--- src/rtl/pvr_pkg.sv ---
// Shared constants and types for the tile pipeline (tile size, burst length, flush FSM).
package pvr_pkg;

   localparam int unsigned PVR_TILE_WORDS  = 1024;
   localparam int unsigned PVR_TILE_ADDR_W = $clog2(PVR_TILE_WORDS);
   localparam int unsigned PVR_BURST_LEN   = 8;
   localparam int unsigned PVR_MEM_ADDR_W  = 24;

   typedef enum logic [1:0] {
      IDLE = 2'd0,
      FILL = 2'd1,
      SEND = 2'd2,
      DONE = 2'd3
   } flush_state_t;

endpackage

--- src/rtl/tile_flush_buf.sv ---
// Burst staging buffer: one synchronous write port (tile RAM capture),
// one combinational read port (current write beat).
module tile_flush_buf
   import pvr_pkg::*;
#(
   parameter int unsigned DEPTH  = PVR_BURST_LEN,
   parameter int unsigned IDX_W  = $clog2(DEPTH),
   parameter int unsigned DATA_W = 32
) (
   input  logic              clock,
   input  logic              we,
   input  logic [IDX_W-1:0]  waddr,
   input  logic [DATA_W-1:0] wdata,
   input  logic [IDX_W-1:0]  raddr,
   output logic [DATA_W-1:0] rdata
);

   logic [DATA_W-1:0] regs [DEPTH];

   always_ff @(posedge clock) begin
      if (we) regs[waddr] <= wdata;
   end

   always_comb begin
      rdata = regs[raddr];
   end

endmodule

--- src/rtl/tile_z_flush.sv ---
// Streams the tile depth buffer out to VRAM as fixed-length burst writes:
// each burst is first read into a local buffer (FILL), then written out (SEND).
module tile_z_flush
   import pvr_pkg::*;
#(
   parameter int unsigned TILE_WORDS = PVR_TILE_WORDS,
   parameter int unsigned ADDR_W     = $clog2(TILE_WORDS),
   parameter int unsigned BURST_LEN  = PVR_BURST_LEN,
   parameter int unsigned MEM_ADDR_W = PVR_MEM_ADDR_W
) (
   input  logic                  clock,
   input  logic                  reset,
   input  logic                  start,
   input  logic [MEM_ADDR_W-1:0] base_addr,
   output logic                  busy,
   output logic                  done,
   output logic                  rd_en,
   output logic [ADDR_W-1:0]     rd_addr,
   input  logic [31:0]           rd_data,
   output logic                  mem_write,
   output logic [MEM_ADDR_W-1:0] mem_addr,
   output logic [3:0]            mem_burstcount,
   output logic [31:0]           mem_wdata,
   input  logic                  mem_waitrequest
);

   localparam int unsigned BL_W = $clog2(BURST_LEN);
   localparam int unsigned BI_W = ADDR_W - BL_W;
   localparam int unsigned BLM1 = BURST_LEN - 1;
   localparam logic [BL_W:0]   FILL_LAST = BURST_LEN[BL_W:0];
   localparam logic [BL_W-1:0] BEAT_LAST = BLM1[BL_W-1:0];

   flush_state_t state, state_nx;

   logic [MEM_ADDR_W-1:0] base_q;
   logic [ADDR_W-1:0]     word_ptr;
   logic [BI_W-1:0]       burst_idx;
   logic [BL_W:0]         fill_cnt;
   logic [BL_W-1:0]       beat;
   logic                  rd_en_q;
   logic [BL_W-1:0]       cap_idx_q;
   logic [31:0]           buf_rdata;
   logic                  accept;

   // Read data arrives a cycle after the strobe, so capture uses the delayed strobe/index.
   tile_flush_buf #(
      .DEPTH  (BURST_LEN),
      .IDX_W  (BL_W),
      .DATA_W (32)
   ) u_buf (
      .clock (clock),
      .we    (rd_en_q),
      .waddr (cap_idx_q),
      .wdata (rd_data),
      .raddr (beat),
      .rdata (buf_rdata)
   );

   always_ff @(posedge clock) begin
      if (reset) begin
         state     <= IDLE;
         base_q    <= '0;
         word_ptr  <= '0;
         burst_idx <= '0;
         fill_cnt  <= '0;
         beat      <= '0;
         rd_en_q   <= 1'b0;
         cap_idx_q <= '0;
      end else begin
         state     <= state_nx;
         rd_en_q   <= rd_en;
         cap_idx_q <= fill_cnt[BL_W-1:0];
         case (state)
            IDLE: begin
               if (start) begin
                  base_q    <= base_addr;
                  word_ptr  <= '0;
                  burst_idx <= '0;
                  fill_cnt  <= '0;
                  beat      <= '0;
               end
            end
            FILL: begin
               if (rd_en) word_ptr <= word_ptr + ADDR_W'(1);
               fill_cnt <= (fill_cnt == FILL_LAST) ? '0 : fill_cnt + (BL_W+1)'(1);
            end
            SEND: begin
               if (accept) begin
                  beat <= beat + BL_W'(1);
                  if (beat == BEAT_LAST && word_ptr != '0) burst_idx <= burst_idx + BI_W'(1);
               end
            end
            default: ;
         endcase
      end
   end

   always_comb begin
      state_nx       = state;
      busy           = 1'b0;
      done           = 1'b0;
      rd_en          = 1'b0;
      rd_addr        = '0;
      mem_write      = 1'b0;
      mem_addr       = '0;
      mem_burstcount = '0;
      mem_wdata      = '0;
      accept         = 1'b0;
      case (state)
         IDLE: begin
            if (start) state_nx = FILL;
         end
         FILL: begin
            busy    = 1'b1;
            rd_en   = (fill_cnt != FILL_LAST);
            rd_addr = word_ptr;
            if (fill_cnt == FILL_LAST) state_nx = SEND;
         end
         SEND: begin
            busy           = 1'b1;
            mem_write      = 1'b1;
            mem_addr       = base_q + MEM_ADDR_W'({burst_idx, {BL_W{1'b0}}});
            mem_burstcount = BURST_LEN[3:0];
            mem_wdata      = buf_rdata;
            accept         = !mem_waitrequest;
            // word_ptr has wrapped to zero once the whole tile has been read
            if (accept && beat == BEAT_LAST) state_nx = (word_ptr == '0) ? DONE : FILL;
         end
         DONE: begin
            done     = 1'b1;
            state_nx = IDLE;
         end
         default: state_nx = IDLE;
      endcase
   end

endmodule

--- config.mk ---
export PLATFORM = sky130hd
export DESIGN_NAME = tile_z_flush
export DESIGN_NICKNAME = d
export VERILOG_FILES = /design/src/rtl/pvr_pkg.sv /design/src/rtl/tile_flush_buf.sv /design/src/rtl/tile_z_flush.sv
export SDC_FILE = /design/constraint.sdc
export NUM_CORES = 1
export LEC_CHECK = 0
export ABC_AREA = 1
export CAP_MARGIN = 20
export CORE_MARGIN = 3
export CORE_UTILIZATION = 50
export CTS_CLUSTER_SIZE = 20
export DETAILED_ROUTE_END_ITERATION = 10
export GPL_ROUTABILITY_DRIVEN = 0
export PLACE_DENSITY = 0.71
export SLEW_MARGIN = 5
export SYNTH_ARGS = -nofsm -noshare
export SYNTH_HDL_FRONTEND = slang
export SYNTH_SLANG_ARGS = --single-unit
--- constraint.sdc ---
create_clock -name clock -period 6 [get_ports clock]
set_input_delay 0.9 -clock clock [delete_from_list [all_inputs] [get_ports clock]]
set_output_delay 0.9 -clock clock [all_outputs]
set_load 0.01 [all_outputs]
# Yosys cells after proc, flatten, opt, wreduce, memory -nomap -nowiden
# Memory sizes are Yosys's and may differ from the RTL's. A register that Yosys moved wholly into a read port is not among the register bits.
# Cells that the tools add are included.
# word_totals
regBits	54
mem_bits_rw	256
word_cells	72
mem_count	1
# op_classes
addsub	5
n_eq_ne	12
n_mux	31
reduce_logical	15
# mem_list
memory	depth	word_bits	read_ports	rd_ports_with_merged_regs	wr	line	text
u_buf.regs	8	32	1	1	1	tile_flush_buf.sv:18	logic [DATA_W-1:0] regs [DEPTH];
# ops
op	count
two-way mux 32 bit	1
two-way mux 10 bit	3
adder 24 x 10 -> 24 bit	1
two-way mux 24 bit	1
two-way mux 7 bit	3
case mux 10 bit (2 select lines)	1
case mux 7 bit (2 select lines)	1
two-way mux 3 bit	4
two-way mux 4 bit	3
inequality test 2 bit, second input constant	6
adder 10 x 1 -> 10 bit, second input constant	1
logical NOT 10 bit	1
nonzero test 10 bit	1
AND reduction 3 bit	3
two-way mux 2 bit	4
case mux 2 bit (4 select lines)	1
case mux 4 bit (2 select lines)	1
adder 7 x 1 -> 7 bit, second input constant	1
two-way mux 1 bit	7
case mux 3 bit (2 select lines)	1
adder 4 x 1 -> 4 bit, second input constant	1
equality test 2 bit, second input constant	2
equality test 4 bit, second input constant	1
inequality test 4 bit, second input constant	1
other kinds (10)	13

# Longest topological paths before layout
# Gate-level depths: netlist (run 1).
# logic_depth
depth_word	6
mapped_depth	11

# Modules after synthesis
# A second synthesis (run 1) with hierarchy kept.
# unflattened
hier_cells	1729
area_unflattened_um2	14870.5
# modules_own_cells
module	n_inst	cells_each	area_each_um2	seq_area_each_um2
tile_flush_buf	1	1124	11232.0	7687.4
tile_z_flush	1	605	3638.5	1081.0

# Least setup slack after synthesis (run 1)
# OpenSTA, ideal clock, no wires.
# synth_path
path_kind	register -> output
startpoint	register burst_idx[0]
endpoint	output port mem_addr[15]
arrival_time_ns	1.649
required_time_ns	5.100
path_slack_ns	3.451
stages_incl_launch_ff	10
path_buffers	0
cell_sequence	dfxtp_1 > ha_1 > fa_1 > nand3_1 > nand3_1 > nand2_1 > nand2_1 > nand2_1 > o21ai_0 > nor2_1
# synth_via
elab_chain_len	2
# synth_lines
element	line	text
start: declaration	tile_z_flush.sv:37	logic [BI_W-1:0] burst_idx;
start signal: assignment	tile_z_flush.sv:90	if (beat == BEAT_LAST && word_ptr != '0) burst_idx <= burst_idx + BI_W'(1);
adder 24 x 10 -> 24 bit	tile_z_flush.sv:122	mem_addr = base_q + MEM_ADDR_W'({burst_idx, {BL_W{1'b0}}});
two-way mux 24 bit	tile_z_flush.sv:109	case (state)
end: declaration	tile_z_flush.sv:21	output logic [MEM_ADDR_W-1:0] mem_addr,
# No other way between the ends.

==> results.toml, run 1 <==
[floorplanning]
fp.dieW_um = 170
start_util_pct = 51.3
coreArea_um2 = 26400
num_io_pins = 134
num_rows = 59
dieHeight_um = 170
dieArea_um2 = 29100

[timing]
relSlewSlack_pct = 26.3
setup_viol = 0
fin_worst_skew_ns = 0.00747
timing.fmax_ghz = 0.236
rsz0062_at_grt = "no"
timing.final.crit_share_pct = 70.8
fin_tns_setup_ns = 0
worstMarginPinSlew_ns = 1.11
post-route-min-period_ns = 4.25
finalMaxSlewViolations = 0
finalHoldViolCount = 0

[power]
cellPowerDensity_nw_per_um2 = 344
vdd_drop_max_mv = 0.240
cellLeakagePower_nw = 5.70

[worst_setup_path]
ff2ff_path_depth = 9
cp_max_fo = 91
r2r_end = "burst_idx[2]"
critPathArrivalTime_ns = 3.35
worst_setup_path_start_kind = "flip-flop"
crit_path_end_kind = "primary output"
reg2reg_slack_ns = 3.44
required_ns = 5.10
critical_path_class = "reg2out"
timing.rr.start = "state[0]"

[cells_and_area]
final_nets = 1481
syn2layout_area_growth_pct = 19.7
drive_above_1_share_pct = 6.03
n_antenna_cell = 0
fin_cells = 1762
num-fill-cells = 2107

[clocking]
cts_buffers = 34
cts_hold_buf = 0
clk_latency_ns = 0.51
cts_htree_levels = 2
cts_setup_buffers = 0
clkSlewWorstSetupHoldPaths_ns = 0.06
cts_sinks = 313
cts_resized = 0
root_buffer = "clkbuf_16"
tritoncts = "done"
cts_buffer_depth = 3

[routing]
firstDrtPassIters = 5
avgViaCountPerCell = 5.38
totalWireLength_mm = 29.4
avgRoutedWirePerCell_um = 16.7
drt_iter0_drc = 733
num_vias = 9475
ant_nets = 0
drc = 0

[grt]
grt_overflow_total = 0
grt_pass1_vias = 8909
grt_pass1_wl_mm = 46.7
antenna_found_initial = 0
grt_usage_pct = 20.1
grt_max_degree = 92

[placed_design]
numPortBuffers = 130
dpl.cell_count = 1699
dp_hpwl_mm = 16.8

[yosys]
synth_area_um2 = 13500
synth-seq-cells = 313
yosys-top-cells-area = "edfxtp_1 (57%), dfxtp_1 (8.4%), nor2_1 (8.3%)"
synth_edf_count = 256
syn_area_per_cell_um2 = 10.5
ys_types = 35
yosysMostFrequentCell = "nor2_1"
synthCells = 1283
synth_top_cell_by_area = "edfxtp_1"
synth_top_cell_area_share_pct = 56.8
yosysWarnings = 0
async_flop_share_pct = 0
synth_seq_area_share_pct = 65.3
synth_top_flop_cell = "edfxtp_1"
yosys-top-cells-count = "nor2_1 (299), edfxtp_1 (256), o21ai_0 (182)"

[status]
status = "finished, final reports clean"

[hold_path]
holdPathStages = 2
worstHoldStart = "burst_idx[6]"
hold_path.class = "reg2reg"
hold_end = "burst_idx[6]"

[job]
maxCapViolCount = 0
## final cells by class
| type | instances | area [µm²] | area share, % |
|---|---|---|---|
| Inverter | 82 | 308 | 1.90 |
| Clock buffer | 38 | 866 | 5.35 |
| Clock inverter | 23 | 205 | 1.27 |
| Sequential cell | 313 | 8840 | 54.6 |
| Tap cell | 335 | 419 | 2.59 |
| Timing Repair Buffer | 146 | 1460 | 9.03 |
| Multi-Input combinational cell | 825 | 4100 | 25.3 |
## worst max-delay path by stage
stage | to | depth (start not counted)
after floorplan | mem_addr[15] | 9
after global placement | mem_wdata[0] | 8
after detailed placement | mem_wdata[0] | 8
after CTS | mem_wdata[0] | 8
after global routing | mem_wdata[2] | 8
final | mem_wdata[0] | 8
## cells in the final DEF, fill, tap and decap left out, types with 4 or more instances in the layout
cell type          n
nand2_1          131
clkinv_1          10
nand3_1           36
dfxtp_1           55
buf_4             14
inv_1             78
o21ai_0          182
mux2i_1           32
edfxtp_1         256
o22ai_1           32
clkdlybuf4s50_1  130
nor3_1            10
xor2_1             4
clkbuf_16         34
inv_2              4
nor2_4            12
ha_1              17
nand4_1            7
a21oi_1           36
clkbuf_1           4
o21ai_1           19
nor2_1           291
## registers in the layout, indices dropped and copies added, names as in the netlist, named ones only
register / cells
fill_cnt: 4
u_buf.regs: 256
cap_idx_q: 3
burst_idx: 7
base_q: 24
state: 2
beat: 3
rd_en_q: 1
word_ptr: 10
## metal layers
metal / routed length [µm] / track usage [%]
met2: 14500 / 34.7
met1: 12800 / 26.7
met5: 0 / 0
met4: 464 / 5.29
met3: 1660 / 3.30
## where the power goes
group	internal [mW]	total, mW	leakage (nW)	switching (mW)
Combinational	0.393	1.01	2.41	0.619
Clock	1.17	1.99	0.514	0.812
Sequential	2.47	2.57	2.77	0.104
## critical path, stage by stage (launching register included)
cell and delay (ns):
dfxtp_4 1.01, buf_4 0.54, nor2_1 0.09, nor2_1 0.09, o21ai_0 0.08, o21ai_0 0.11, o21ai_0 0.10, nor2_1 0.23
clkdlybuf4s50_1 0.57
## metrics by stage
stage	utilization, %	hold WS, ns	power, mW	cell area [µm²]	setup slack (ns)
floorplan	-	0.440	3.26	13500	3.45
global placement	57.2	0.460	3.60	15100	2.20
detailed placement	57.2	0.474	3.62	15100	2.19
CTS	61.2	0.485	5.61	16100	1.64
global route	61.4	0.517	5.83	16200	1.42
finish	61.4	0.484	5.57	16200	1.75
## logic make-up (layout without fill, tap and decap cells)
logic type | after synthesis | count (layout) | synth area share, %
flip-flops | 313 | 313 | 65.3
buffers and inverters | 147 | 289 | 4.98
adder cells (fa/ha/maj) | 19 | 19 | 1.81
other | 1 | 3 | 0.0277
AND/OR/NAND/NOR | 495 | 495 | 14.9
XOR/XNOR | 6 | 6 | 0.388
multiplexers | 32 | 32 | 2.37
AO/OA/AOI/OAI | 270 | 270 | 10.3
No activity file was read; power rests on OpenSTA's default activity.
==> inputs of run 2 (changes only) <==
--- a/config.mk
+++ b/config.mk
@@ -12,7 +12,7 @@
 export CTS_CLUSTER_SIZE = 20
 export DETAILED_ROUTE_END_ITERATION = 10
 export GPL_ROUTABILITY_DRIVEN = 0
-export PLACE_DENSITY = 0.71
+export PLACE_DENSITY = 0.74
 export SLEW_MARGIN = 5
 export SYNTH_ARGS = -nofsm -noshare
 export SYNTH_HDL_FRONTEND = slang
==> constraint.sdc (replaced) <==
create_clock -name clock -period 3.7 [get_ports clock]
set_input_delay 0.555 -clock clock [delete_from_list [all_inputs] [get_ports clock]]
set_output_delay 0.555 -clock clock [all_outputs]
set_load 0.01 [all_outputs]
==> results.toml, run 2 (same netlist as run 1, synthesis figures left out) <==
[status]
status = "finished, final reports clean"

[timing]
fin_tns_setup_ns = 0
timing.fmax_ghz = 0.293
setup_viol = 0
fin_ws_ns = 0.282
worst_hold_slack_ns = 0.476
post-route-min-period_ns = 3.42
timing.final.crit_share_pct = 92.4
worstMarginPinSlew_ns = 0.910
finalMaxSlewViolations = 0
relSlewSlack_pct = 39.2
rsz0062_at_grt = "no"
finalHoldViolCount = 0
fin_worst_skew_ns = 0.0213

[power]
pwr-share-clk_pct = 35.1
vdd_drop_max_mv = 0.422
cellLeakagePower_nw = 5.75
cellPowerDensity_nw_per_um2 = 554
p_seq_share_pct = 46.0
p_sw_share_pct = 27.9
power_switching_mw = 2.52
p_int_mw = 6.51
combPwrFrac_pct = 18.9

[worst_setup_path]
required_ns = 3.14
timing.rr.start = "state[0]"
critical_path_class = "reg2out"
r2r_end = "burst_idx[2]"
critPathArrivalTime_ns = 2.86
reg2reg_slack_ns = 1.54
cp_max_fo = 6
worst_setup_path_start_kind = "flip-flop"
crit_path_end_kind = "primary output"
ff2ff_path_depth = 9

[routing]
firstDrtPassIters = 5
avgRoutedWirePerCell_um = 17.1
avgViaCountPerCell = 5.38
ant_nets = 0
num_vias = 9538
drt_iter0_drc = 757
totalWireLength_mm = 30.2
drc = 0

[grt]
antenna_found_initial = 2
grt_max_degree = 64
grt_pass1_wl_mm = 47.8
grt_pass1_vias = 9239
grt_usage_pct = 20.6
grt_overflow_total = 0

[floorplanning]
num_rows = 59
start_util_pct = 51.3
dieHeight_um = 170
coreArea_um2 = 26400
num_io_pins = 134
dieArea_um2 = 29100
fp.dieW_um = 170

[placed_design]
numPortBuffers = 130
dpl.cell_count = 1707
preCtsSetupSlack_ns = 0.790
dp_hpwl_mm = 18.5
placed_area_um2 = 15200

[clocking]
cts_sinks = 313
cts_buffer_depth = 3
tritoncts = "done"
cts_hold_buf = 0
clkSlewWorstSetupHoldPaths_ns = 0.06
root_buffer = "clkbuf_16"
cts_htree_levels = 2
cts_resized = 0
cts_setup_buffers = 0
clk_latency_ns = 0.52
cts_buffers = 35

[cells_and_area]
fin_cells = 1772
final_common_cell = "nor2_1"
regMostFlops = "u_buf.regs"
largest_reg_flops = 256
design_area_um2 = 16300
reg.largest.list = "u_buf.regs (256), base_q (24), word_ptr (10)"
layout_common_cells = "nor2_1 (291), edfxtp_1 (256), o21ai_0 (182), nand2_1 (131), clkdlybuf4s50_1 (130)"
final_nets = 1489
drive_above_1_share_pct = 6.41
syn2layout_area_growth_pct = 20.3

[hold_path]
holdPathStages = 2
hold_end = "burst_idx[6]"
worstHoldStart = "burst_idx[6]"
hold_path.class = "reg2reg"

[job]
maxCapViolCount = 0
## run 2: per-layer routing
metal / GRT usage (%) / wire length [µm] / vias up
met5: 0 / 13 / -
met4: 5.40 / 537 / 2
met3: 2.90 / 1390 / 41
met2: 35.5 / 14700 / 246
met1: 27.7 / 13600 / 4560
li1: - / - / 4689
## run 2: critical path, cell delays in order (launching register included)
cell,delay (ns)
dfxtp_1,0.34
ha_1,0.23
fa_1,0.45
nand3_1,0.10
nand3_1,0.16
nand2_1,0.10
nand2_1,0.13
nand2_1,0.12
o21ai_0,0.07
nor2_1,0.11
clkdlybuf4s50_1,0.54
## run 2: worst max-delay path by stage
stage	startpoint	to	slack, ns	depth (start not counted)
after floorplan	cap_idx_q[0]	u_buf.regs[0][0]	1.49	3
after global placement	flip-flop	mem_wdata[30]	0.79	8
after detailed placement	flip-flop	mem_wdata[30]	0.79	8
after CTS	flip-flop	mem_wdata[30]	0.26	8
after global routing	burst_idx[0]	mem_addr[15]	0.1	10
final	burst_idx[0]	mem_addr[15]	0.28	10
## run 2: stage by stage
step	power, mW	util (%)
floorplan	5.28	-
global placement	5.85	57.4
detailed placement	5.90	57.6
CTS	9.06	61.6
global route	9.46	61.7
finish	9.02	61.7
## run 2: final cells by class
| type | count | area, µm² |
|---|---|---|
| Timing Repair Buffer | 153 | 1550 |
| Inverter | 82 | 308 |
| Tap cell | 335 | 419 |
| Clock buffer | 41 | 920 |
| Clock inverter | 22 | 139 |
| Multi-Input combinational cell | 825 | 4100 |
| Antenna cell | 1 | 2.50 |
| Fill cell | 2072 | 10100 |
| Sequential cell | 313 | 8840 |
## run 2: power groups by stage
stage	registers, mW	logic, mW	clock network, mW
floorplan	4.17	1.11	0
global placement	4.22	1.64	0
detailed placement	4.23	1.68	0
CTS	4.15	1.69	3.22
global route	4.17	1.91	3.38
finish	4.15	1.70	3.17
==> inputs of run 3 (changes only) <==
--- a/config.mk
+++ b/config.mk
@@ -7,6 +7,7 @@
 export LEC_CHECK = 0
 export ABC_AREA = 1
 export CAP_MARGIN = 20
+export CORE_ASPECT_RATIO = 1.5
 export CORE_MARGIN = 3
 export CORE_UTILIZATION = 50
 export CTS_CLUSTER_SIZE = 20
==> results.toml, run 3 (same netlist as run 1, synthesis figures left out) <==
[placed_design]
numPortBuffers = 130
dp_hpwl_mm = 18.4
dpl.cell_count = 1709
preCtsSetupSlack_ns = 0.772
placed_area_um2 = 15200

[clocking]
cts_setup_buffers = 0
cts_sinks = 313
clkSlewWorstSetupHoldPaths_ns = 0.06
cts_hold_buf = 0
clk_latency_ns = 0.54
cts_htree_levels = 1
cts_resized = 0
root_buffer = "clkbuf_16"
cts_buffers = 28
tritoncts = "done"
cts_buffer_depth = 3

[worst_setup_path]
ff2ff_path_depth = 10
required_ns = 3.14
cp_max_fo = 6
timing.rr.start = "state[0]"
critical_path_class = "reg2out"
crit_path_end_kind = "primary output"
r2r_end = "burst_idx[1]"
critPathArrivalTime_ns = 2.90
worst_setup_path_start_kind = "flip-flop"
reg2reg_slack_ns = 1.29

[timing]
worstMarginPinSlew_ns = 0.803
fin_worst_skew_ns = 0.0116
relSlewSlack_pct = 46.4
timing.final.crit_share_pct = 93.3
finalMaxSlewViolations = 0
timing.fmax_ghz = 0.290
fin_tns_setup_ns = 0
fin_ws_ns = 0.247
rsz0062_at_grt = "no"
finalHoldViolCount = 0
setup_viol = 0
post-route-min-period_ns = 3.45

[cells_and_area]
drive_above_1_share_pct = 6.39
final_nets = 1483
regMostFlops = "u_buf.regs"
syn2layout_area_growth_pct = 19.8
largest_reg_flops = 256
final_common_cell = "nor2_1"
reg.largest.list = "u_buf.regs (256), base_q (24), word_ptr (10)"
fin_cells = 1762
layout_common_cells = "nor2_1 (291), edfxtp_1 (256), o21ai_0 (182), nand2_1 (131), clkdlybuf4s50_1 (130)"
design_area_um2 = 16200
multiInputGateArea_um2 = 4100
num-fill-cells = 2121
regArea_um2 = 8840
n_antenna_cell = 0

[routing]
totalWireLength_mm = 29.3
dr.max_layer_used = "met5"
route.met3.wl_mm = 1.59
drt_iter0_drc = 569
met2WireLength_mm = 15.6
avgRoutedWirePerCell_um = 16.6
firstDrtPassIters = 5
drc = 0
ant_nets = 0
avgViaCountPerCell = 5.41
met1Wirelength_mm = 11.4
num_vias = 9535

[grt]
grt_max_degree = 63
grt_overflow_total = 0
grt_usage_pct = 19.7
antenna_found_initial = 1
grt_pass1_vias = 9353
grt_pass1_wl_mm = 46.6

[floorplanning]
dieHeight_um = 207
num_rows = 73
dieArea_um2 = 29100
num_io_pins = 134
coreArea_um2 = 26600
fp.dieW_um = 140
start_util_pct = 50.9

[hold_path]
hold_end = "base_q[0]"
hold_path.class = "reg2reg"
holdPathStages = 2
worstHoldStart = "base_q[0]"

[power]
power_mw = 8.77
vdd_drop_max_mv = 0.481
cellLeakagePower_nw = 5.72
cellPowerDensity_nw_per_um2 = 541

[status]
status = "finished, final reports clean"

[job]
maxCapViolCount = 0
==> run 3: changes by cell type in the layout (fill, tap and decap cells not counted), moves of 2 or more <==
| cell | previous run | this run |
|---|---|---|
| bufinv_16 | 1 | 3 |
| clkinv_1 | 12 | 1 |
| clkbuf_8 | 0 | 4 |
| clkbuf_16 | 36 | 29 |
| buf_4 | 18 | 16 |
| buf_12 | 3 | 6 |
==> run 3: worst max path at each step <==
stage / start / endpoint / slack, ns / cells past startpoint
floorplan: cap_idx_q[0] / u_buf.regs[0][0] / 1.49 / 3
global placement: flip-flop / mem_wdata[6] / 0.80 / 8
detailed placement: flip-flop / mem_wdata[6] / 0.77 / 8
CTS: flip-flop / mem_wdata[6] / 0.19 / 8
global route: burst_idx[0] / mem_addr[19] / 0.05 / 10
finish: burst_idx[0] / mem_addr[15] / 0.25 / 10
==> run 3: power breakdown <==
part	internal (mW)	switching, mW	total (mW)
Combinational	0.652	1.05	1.70
Sequential	4.00	0.134	4.14
Clock	1.73	1.20	2.93
Total	6.38	2.38	8.77
==> run 3: critical path: stages, from the launching register on <==
cell	delay, ns
dfxtp_1	0.35
ha_1	0.24
fa_1	0.45
nand3_1	0.11
nand3_1	0.16
nand2_1	0.10
nand2_1	0.12
nand2_1	0.11
o21ai_0	0.07
nor2_1	0.09
clkdlybuf4s50_1	0.55
==> run 3: area by class of cell <==
cell class / count / share of cell area, %
clock buffers: 39 / 4.96
inverters: 82 / 1.90
clock inverters: 12 / 0.896
well taps: 337 / 2.60
repair buffers: 154 / 9.85
flip-flops and latches: 313 / 54.5
multi-input cells: 825 / 25.3
==> run 3: through the flow <==
stage | hold slack [ns] | util, %
floorplan | 0.440 | -
global placement | 0.465 | 57.0
detailed placement | 0.479 | 57.2
CTS | 0.492 | 60.8
global route | 0.508 | 61.0
finish | 0.488 | 61.0
==> run 3: per-layer routing <==
| layer | vias up | track usage, % |
|---|---|---|
| li1 | 4659 | - |
| met1 | 4559 | 23.6 |
| met2 | 266 | 36.1 |
| met3 | 49 | 3.04 |
| met4 | 2 | 6.02 |
| met5 | - | 0 |
